### src/rtl/adder_rr_ctrl.sv
// Round-robin front end for one shared multi-cycle adder: it arbitrates the requesters,
// registers the winner's operands, waits out the adder latency and returns the sum with an ack pulse.
module adder_rr_ctrl #(
    parameter int N_REQ   = 4,
    parameter int WIDTH   = 4,
    parameter int ADD_LAT = 2
) (
    input  logic                     clk,
    input  logic                     rst,
    input  logic [N_REQ-1:0]         req,
    input  logic [N_REQ*WIDTH-1:0]   a_bus,
    input  logic [N_REQ*WIDTH-1:0]   b_bus,
    output logic [N_REQ-1:0]         gnt,
    output logic [N_REQ-1:0]         ack,
    output logic [WIDTH:0]           result,
    output logic [$clog2(N_REQ)-1:0] result_id,
    output logic                     busy,
    output logic [WIDTH-1:0]         add_a,
    output logic [WIDTH-1:0]         add_b,
    input  logic [WIDTH:0]           add_sum
);
    localparam int IDW = $clog2(N_REQ);
    localparam int CW  = (ADD_LAT > 1) ? $clog2(ADD_LAT) : 1;

    typedef enum logic [1:0] {
        S_IDLE = 2'd0,
        S_WAIT = 2'd1,
        S_DONE = 2'd2
    } state_t;

    state_t             state_q, state_d;
    logic [CW-1:0]      cnt_q, cnt_d;
    logic [IDW-1:0]     ptr_q, ptr_d;
    logic [N_REQ-1:0]   gnt_q, gnt_d;
    logic [N_REQ-1:0]   ack_q, ack_d;
    logic [WIDTH-1:0]   add_a_q, add_a_d;
    logic [WIDTH-1:0]   add_b_q, add_b_d;
    logic [WIDTH:0]     result_q, result_d;
    logic [IDW-1:0]     result_id_q, result_id_d;
    logic               busy_q, busy_d;

    logic [WIDTH-1:0]   a_arr [N_REQ];
    logic [WIDTH-1:0]   b_arr [N_REQ];
    logic               win_found;
    logic [IDW-1:0]     win_idx;
    logic [IDW-1:0]     cand;

    genvar gi;
    generate
        for (gi = 0; gi < N_REQ; gi++) begin : g_slice
            assign a_arr[gi] = a_bus[gi*WIDTH +: WIDTH];
            assign b_arr[gi] = b_bus[gi*WIDTH +: WIDTH];
        end
    endgenerate

    function automatic logic [N_REQ-1:0] onehot(input logic [IDW-1:0] idx);
        logic [N_REQ-1:0] v;
        v = '0;
        v[idx] = 1'b1;
        return v;
    endfunction

    // Scan from the farthest offset down to ptr+1 so the nearest set bit after ptr wins.
    always_comb begin
        win_found = 1'b0;
        win_idx   = '0;
        cand      = '0;
        for (int k = N_REQ; k >= 1; k--) begin
            cand = IDW'((int'(ptr_q) + k) % N_REQ);
            if (req[cand]) begin
                win_found = 1'b1;
                win_idx   = cand;
            end
        end
    end

    always_comb begin
        state_d     = state_q;
        cnt_d       = cnt_q;
        ptr_d       = ptr_q;
        gnt_d       = gnt_q;
        ack_d       = '0;
        add_a_d     = add_a_q;
        add_b_d     = add_b_q;
        result_d    = result_q;
        result_id_d = result_id_q;
        case (state_q)
            S_IDLE: begin
                if (win_found) begin
                    add_a_d     = a_arr[win_idx];
                    add_b_d     = b_arr[win_idx];
                    gnt_d       = onehot(win_idx);
                    ptr_d       = win_idx;
                    result_id_d = win_idx;
                    cnt_d       = '0;
                    state_d     = S_WAIT;
                end
            end
            S_WAIT: begin
                if (cnt_q == CW'(ADD_LAT - 1)) begin
                    result_d = add_sum;
                    ack_d    = onehot(result_id_q);
                    gnt_d    = '0;
                    state_d  = S_DONE;
                end else begin
                    cnt_d = cnt_q + CW'(1);
                end
            end
            S_DONE: begin
                state_d = S_IDLE;
            end
            default: begin
                state_d = S_IDLE;
            end
        endcase
        // Registered from the next state so busy lines up with the state register.
        busy_d = (state_d != S_IDLE);
    end

    always_ff @(posedge clk or posedge rst) begin
        if (rst) begin
            state_q     <= S_IDLE;
            cnt_q       <= '0;
            ptr_q       <= IDW'(N_REQ - 1);
            gnt_q       <= '0;
            ack_q       <= '0;
            add_a_q     <= '0;
            add_b_q     <= '0;
            result_q    <= '0;
            result_id_q <= '0;
            busy_q      <= 1'b0;
        end else begin
            state_q     <= state_d;
            cnt_q       <= cnt_d;
            ptr_q       <= ptr_d;
            gnt_q       <= gnt_d;
            ack_q       <= ack_d;
            add_a_q     <= add_a_d;
            add_b_q     <= add_b_d;
            result_q    <= result_d;
            result_id_q <= result_id_d;
            busy_q      <= busy_d;
        end
    end

    assign gnt       = gnt_q;
    assign ack       = ack_q;
    assign result    = result_q;
    assign result_id = result_id_q;
    assign busy      = busy_q;
    assign add_a     = add_a_q;
    assign add_b     = add_b_q;

endmodule

### config.mk
export PLATFORM = sky130hd
export DESIGN_NAME = adder_rr_ctrl
export DESIGN_NICKNAME = d
export VERILOG_FILES = /design/src/rtl/adder_rr_ctrl.sv
export SDC_FILE = /design/constraint.sdc
export NUM_CORES = 1
export LEC_CHECK = 0
export ABC_AREA = 1
export CAP_MARGIN = 20
export CORE_ASPECT_RATIO = 1.5
export CORE_UTILIZATION = 39
export CTS_CLUSTER_SIZE = 25
export DETAILED_ROUTE_END_ITERATION = 12
export PLACE_DENSITY_LB_ADDON = 0.2
export RECOVER_POWER = 100
export SYNTH_ARGS = -nofsm -noshare
export SYNTH_HDL_FRONTEND = slang
export SYNTH_SLANG_ARGS = --single-unit
### constraint.sdc
create_clock -name clk -period 1.7 [get_ports clk]
set_clock_uncertainty 0.1 [all_clocks]
set_input_delay 0.255 -clock clk [delete_from_list [all_inputs] [get_ports clk]]
set_output_delay 0.255 -clock clk [all_outputs]
set_load 0.05 [all_outputs]
# After elaboration in Yosys (flattened, before gate mapping)
# Index checks and enable logic that the tools add are counted.
[classes] muxes=37 eq_ne=3 bitwise=1 order_cmp=9 n_addsub=5 reduce_logical=9
[ops] operator="$mux 4" n=8
[ops] operator="$lt 2x3->1 const B" n=6
[ops] operator="$bmux 4 s2" n=2
[ops] operator="$mux 1" n=12
[ops] operator="$mux 2" n=6
[ops] operator="$bmux 1 s2" n=4
[ops] operator="$pmux 4 s2" n=1
[ops] operator="$reduce_and 2->1" n=3
[ops] operator="$add 2x1->2 const B" n=2
[ops] operator="$add 2x2->2 const B" n=2
[ops] operator="$demux 1 s2" n=2
[ops] operator="$ge 2x1->1 const B" n=2
[ops] operator="$ne 2x2->1 const B" n=2
[ops] operator="$pmux 2 s2" n=1
[ops] operator="$reduce_bool 2->1" n=2
[ops] operator="$ge 3x3->1 const B" n=1
[ops] operator="$not 2->3" n=1
[ops] operator="$reduce_and 3->1" n=1
[ops] operator="$eq 2x1->1 const B" n=1
[ops] operator="$logic_and 1x1->1" n=2
[ops] operator="$logic_not 2->1" n=1
[ops] operator="$pmux 1 s2" n=1
[ops] operator="$add 1x1->1 const B" n=1
[word_totals] word_cells=74 inputBits=43 out_inout_bits=24 ff_bits=29

# Logic depth before layout (Yosys ltp)
[logic_depth] ltp_word=13 depth_mapped=17 depth_no_buf=15

# Worst setup path after synthesis
# No wires, ideal clock.
[synth_timing] kind="register to register" from="reg ptr_q[0]" to="reg add_a_q[0] (netlist: add_a[0])" t_arrival_ns=1.590 setup_ns=0.118 period_less_slack_ns=1.808 slack_ns=-0.108 required_ns=1.482 stages_incl_launch_ff=18 cell_sequence="dfstp_2 buf_6 inv_8 nand2_1 nand2_1 nand2_2 nand2_2 nand2_2 nand2_2 nand2_4 nand2_4 buf_6 nand2_1 nand2_1 nand2_1 nand2_1 nand2_1 nand2_1"
[synth_between] elab_chain_len=11
[synth_rtl] item="start: declaration" line_no="33" source="logic [IDW-1:0] ptr_q, ptr_d;"
[synth_rtl] item="start signal: assignment" line_no="124" source="ptr_q <= IDW'(N_REQ - 1);"
[synth_rtl] item="start signal: assignment" line_no="135" source="ptr_q <= ptr_d;"
[synth_rtl] item="$add 2x1->2" line_no="69" source="cand = IDW'((int'(ptr_q) + k) % N_REQ);"
[synth_rtl] item="$bmux 1 s2" line_no="70" source="if (req[cand]) begin"
[synth_rtl] item="$mux 1 (implied by the code)" line_no="70"
[synth_rtl] item="$mux 2 (4 in a row)" line_no="70"
[synth_rtl] item="$not 2->3 (implied by the code)" line_no="90" source="add_a_d = a_arr[win_idx];"
[synth_rtl] item="$bmux 4 s2" line_no="90"
[synth_rtl] item="$mux 4 (implied by the code) (2 in a row)" line_no="90"
[synth_rtl] item="end signal: assignment" line_no="127" source="add_a_q <= '0;"
[synth_rtl] item="end signal: assignment" line_no="138" source="add_a_q <= add_a_d;"
[synth_rtl] item="end: declaration" line_no="36" source="logic [WIDTH-1:0] add_a_q, add_a_d;"
# Parallel ways exist; a longest one is shown, timed or not. The select of a mux whose other input is x is not followed.
# A chain may end at the register's enable or synchronous reset.

# Worst setup path in the final report
[layout_timing] from="reg ptr_q[0]" to="reg add_b_q[1] (netlist: add_b[1])"
[layout_between] elab_chain_len=11
[layout_rtl] item="$add 2x1->2" line_no="69"
[layout_rtl] item="$bmux 1 s2" line_no="70"
[layout_rtl] item="$mux 1 (implied by the code)" line_no="70"
[layout_rtl] item="$mux 2 (4 in a row)" line_no="70"
[layout_rtl] item="$not 2->3 (implied by the code)" line_no="91" source="add_b_d = b_arr[win_idx];"
[layout_rtl] item="$bmux 4 s2" line_no="91"
[layout_rtl] item="$mux 4 (implied by the code) (2 in a row)" line_no="91"
[layout_rtl] item="end signal: assignment" line_no="128" source="add_b_q <= '0;"
[layout_rtl] item="end signal: assignment" line_no="139" source="add_b_q <= add_b_d;"
[layout_rtl] item="end: declaration" line_no="37" source="logic [WIDTH-1:0] add_b_q, add_b_d;"
# Parallel ways exist; a longest one is shown, timed or not. The select of a mux whose other input is x is not followed.

==> impl_metrics.csv <==
group,metric,value,unit
die,rows,28,
placement,placed_cells,343,
synth,synth_cell_types,22,
final_layout,num-fill-cells,382,
setup_path,crit_top_cell,"nand2_1",
setup_path,worst-path-buf-inv,1,
global_routing,grt_pass1_wl,6.33,mm
clock_tree,clkSinkCount,29,
placement,pre_cts_slack,-338,ps
drt,wl_met1,1.57,mm
drt,vias,1679,
drt,via_per_inst,4.73,
global_routing,grt_max_degree,30,
setup_path,critPathKind,"register to register",
synth,netlist_area,1640,um^2
sta,tightest_slew,674,ps
die,fp.dieW,54.9,um
job,cap_violations,0,
drt,dr.max_layer_used,"met4",
synth,syn-mean-instance-area,7.14,um^2
sta,whs,370,ps
sta,slew_viol_final,0,
drt,met3WireLength,187,um
clock_tree,hold_buffers,0,
setup_path,cp_slowest_cell,"dfstp_2",
synth,ys_ff_latch,29,
die,ios,67,
setup_path,r2r-end,"add_b[1]$_DFFE_PP0P_",
clock_tree,cts_tree,"built",
pwr,total_leakage_power,1.29,nW
setup_path,critPathLaunchType,"register",
sta,max_freq,506,MHz
setup_path,reg2regPathDepth,14,
sta,rsz0062_at_grt,"true",
placement,hpwlAfterDp,2.88,mm
die,die_area,4460,um^2
setup_path,cp.required,1760,ps
die,core_area,3990,um^2
drt,drtPass1Iterations,4,
synth,ys.flop_type,"dfrtp_1",
synth,synth_largest_area_cell,"dfrtp_1",
final_layout,nets,352,
sta,setup_slack,-276,ps
global_routing,antenna_found_initial,0,
setup_path,slowest_delay,660,ps
sta,hold_viol_final,0,
synth,synth_area_leaders,"dfrtp_1 (41%), nand2_1 (27%), nand3_1 (7.3%)",
setup_path,crit_fanout,8,
synth,synth_cells,229,
clock_tree,clk_path_buf_depth,2,
placement,io_buffer_count,66,
clock_tree,root_buffer,"clkbuf_8",
synth,synth_fp_nets,272,
final_layout,postLayoutCoreUtil,62.6,%
synth,yosys.area.top_type_share,41.3,%
final_layout,multi_input_area,838,um^2
sta,layout_min_cycle_time,1980,ps
setup_path,critPathTopFamily,"simple AND/OR/NAND/NOR gates",
clock_tree,numCtsBuffers,5,
pwr,pwr_density_cell,2410,nW/um^2
sta,relSlewSlack,55.0,%
synth,synth_edf_count,0,
final_layout,syn2layout_area_growth,52.9,%
placement,place_area,2360,um^2
sta,fin_crit_sh,116,%
global_routing,grt.overflow.total,0,
die,start_util,40.9,%
synth,seq_area_frac_synth,44.5,%
sta,finalSetupViolCount,17,
drt,wl_met2,2.13,mm
clock_tree,clk_latency,270,ps
pwr,ir_drop,1.75,mV
synth,synthArstFlopShare,100,%
setup_path,end_kind,"register",
die,die_y,81.3,um
drt,drtAntennaViolNets,0,
drt,first_iter_violations,40,
setup_path,crit_chain,"nand2_1, o21ai_2, nand2_2, nand2_2, nand2_4, nand2_2, nand2_4, clkbuf_16, nand3_1, nand2_1, nand2_1, nand2_1, nand2_1, nand2_1",
outcome,violations,"setup timing",
hold_path,hp-class,"register to register",
drt,wirelength,3.95,mm
setup_path,reg2reg_setup_slack,-280,ps
final_layout,area.sequential,728,um^2
setup_path,cp_num_cells,14,
synth,ys_warn_count,0,
setup_path,endpoint,"add_b[1]$_DFFE_PP0P_",
setup_path,rr_startpoint,"ptr_q[0]$_DFFE_PP1P_",
setup_path,cp_data_arrival_time,2040,ps
global_routing,track_usage,19.6,%
drt,drcViolationCount,0,
clock_tree,clk_pin_slew_worst_paths,60,ps
final_layout,fin_area,2500,um^2
global_routing,grt_pass1_vias,1533,
final_layout,diodes,0,
final_layout,layout-drive-gt1-share,17.7,%
clock_tree,htreeDepth,2,
final_layout,final_cells,355,
setup_path,crit_start,"ptr_q[0]$_DFFE_PP1P_",
drt,avgRoutedWirePerCell,11.1,um
placement,place_congestion,0.785,
outcome,status,"finished with violations",
==> logic make-up (layout without fill, tap and decap cells) <==
kind of cell           count (synthesis)  count (layout)  synth area share (%)
DFF                                   29              29                  44.5
and+or+nand+nor                      162             162                  42.6
AOI/OAI and AO/OA                     12              12                  4.28
buffers and inverters                 26             107                  8.57
==> synth_stat cells, types with 2 or more instances <==
library cell and count:
buf_4 2, nand2_4 2, buf_6 3, nand3_1 24, buf_2 4, o31ai_1 2
nand2_2 9, nand2_1 119, nor2_1 2, dfrtp_1 27, inv_2 2, inv_1 13
dfstp_2 2, o21ai_0 7, nor3_1 4
==> placed cells by master (no fill, tap or decap), types with 5 or more instances in the layout <==
| cell type | netlist | routed |
|---|---|---|
| clkdlybuf4s50_1 | 0 | 41 |
| dfrtp_1 | 27 | 27 |
| nand2_2 | 9 | 14 |
| nand3_1 | 24 | 21 |
| clkbuf_1 | 1 | 26 |
| clkbuf_8 | 0 | 6 |
| nand2_4 | 2 | 5 |
| inv_1 | 13 | 12 |
| nand2_1 | 119 | 110 |
| buf_4 | 2 | 7 |
==> worst reg2reg max path, delay by kind of cell (launching register included) <==
| family | cells | cell delay (ps) |
|---|---|---|
| buffers and inverters | 1 | 180 |
| AND/OR/NAND/NOR | 12 | 810 |
| flip-flops | 1 | 660 |
| AO/OA/AOI/OAI | 1 | 110 |
==> sequential cells by signal, summed over array words and instances (netlist names), 2 cells and up <==
signal / flops
state_q: 2
result: 5
add_a: 4
add_b: 4
result_id: 2
ack: 4
gnt: 4
ptr_q: 2
==> layer usage <==
layer | track usage (%) | vias to the layer above
li1 | - | 877
met1 | 21.7 | 738
met2 | 34.3 | 58
met3 | 3.37 | 6
met4 | 9.23 | 0
met5 | 0 | -
==> how the worst min path moves through the flow <==
stage,startpoint,end,slack [ps],cells past startpoint
after floorplan,rst,ack[0]$_DFF_PP0_,230,1
after global placement,result[3]$_DFFE_PP0P_,result[3]$_DFFE_PP0P_,350,2
after detailed placement,result[2]$_DFFE_PP0P_,result[2]$_DFFE_PP0P_,360,2
after CTS,rst,add_b[0]$_DFFE_PP0P_,250,3
after global routing,result[2]$_DFFE_PP0P_,result[2]$_DFFE_PP0P_,400,2
final,result[2]$_DFFE_PP0P_,result[2]$_DFFE_PP0P_,370,2
==> what timing repair did <==
item | CTS | global route
pin swaps | 2 | 1
resized for setup | 12 | 13
setup buffers | 1 | 1
gates cloned | 0 | 2
endpoints found under the hold margin | 0 | 0
setup endpoints to repair | 17 | 18
==> area by class of cell <==
type / instances / share of cell area, %
multi-input cells: 174 / 33.5
inverters: 16 / 2.80
clock buffers: 8 / 3.60
flip-flops and latches: 29 / 29.1
repair buffers: 83 / 28.7
well taps: 45 / 2.25
==> through the flow <==
step	total power, mW	setup TNS, ps
floorplan	4.13	-887
global placement	5.17	-4220
global route	6.61	-5520
finish	6.03	-3150
detailed placement	5.22	-4630
CTS	5.97	-2570
==> power breakdown <==
part / total (mW) / internal, mW / switching (mW)
Sequential: 1.23 / 1.02 / 0.208
Clock: 0.560 / 0.329 / 0.231
Combinational: 4.24 / 1.51 / 2.74
Total: 6.03 / 2.85 / 3.18
(Power assumes the default switching activity.)
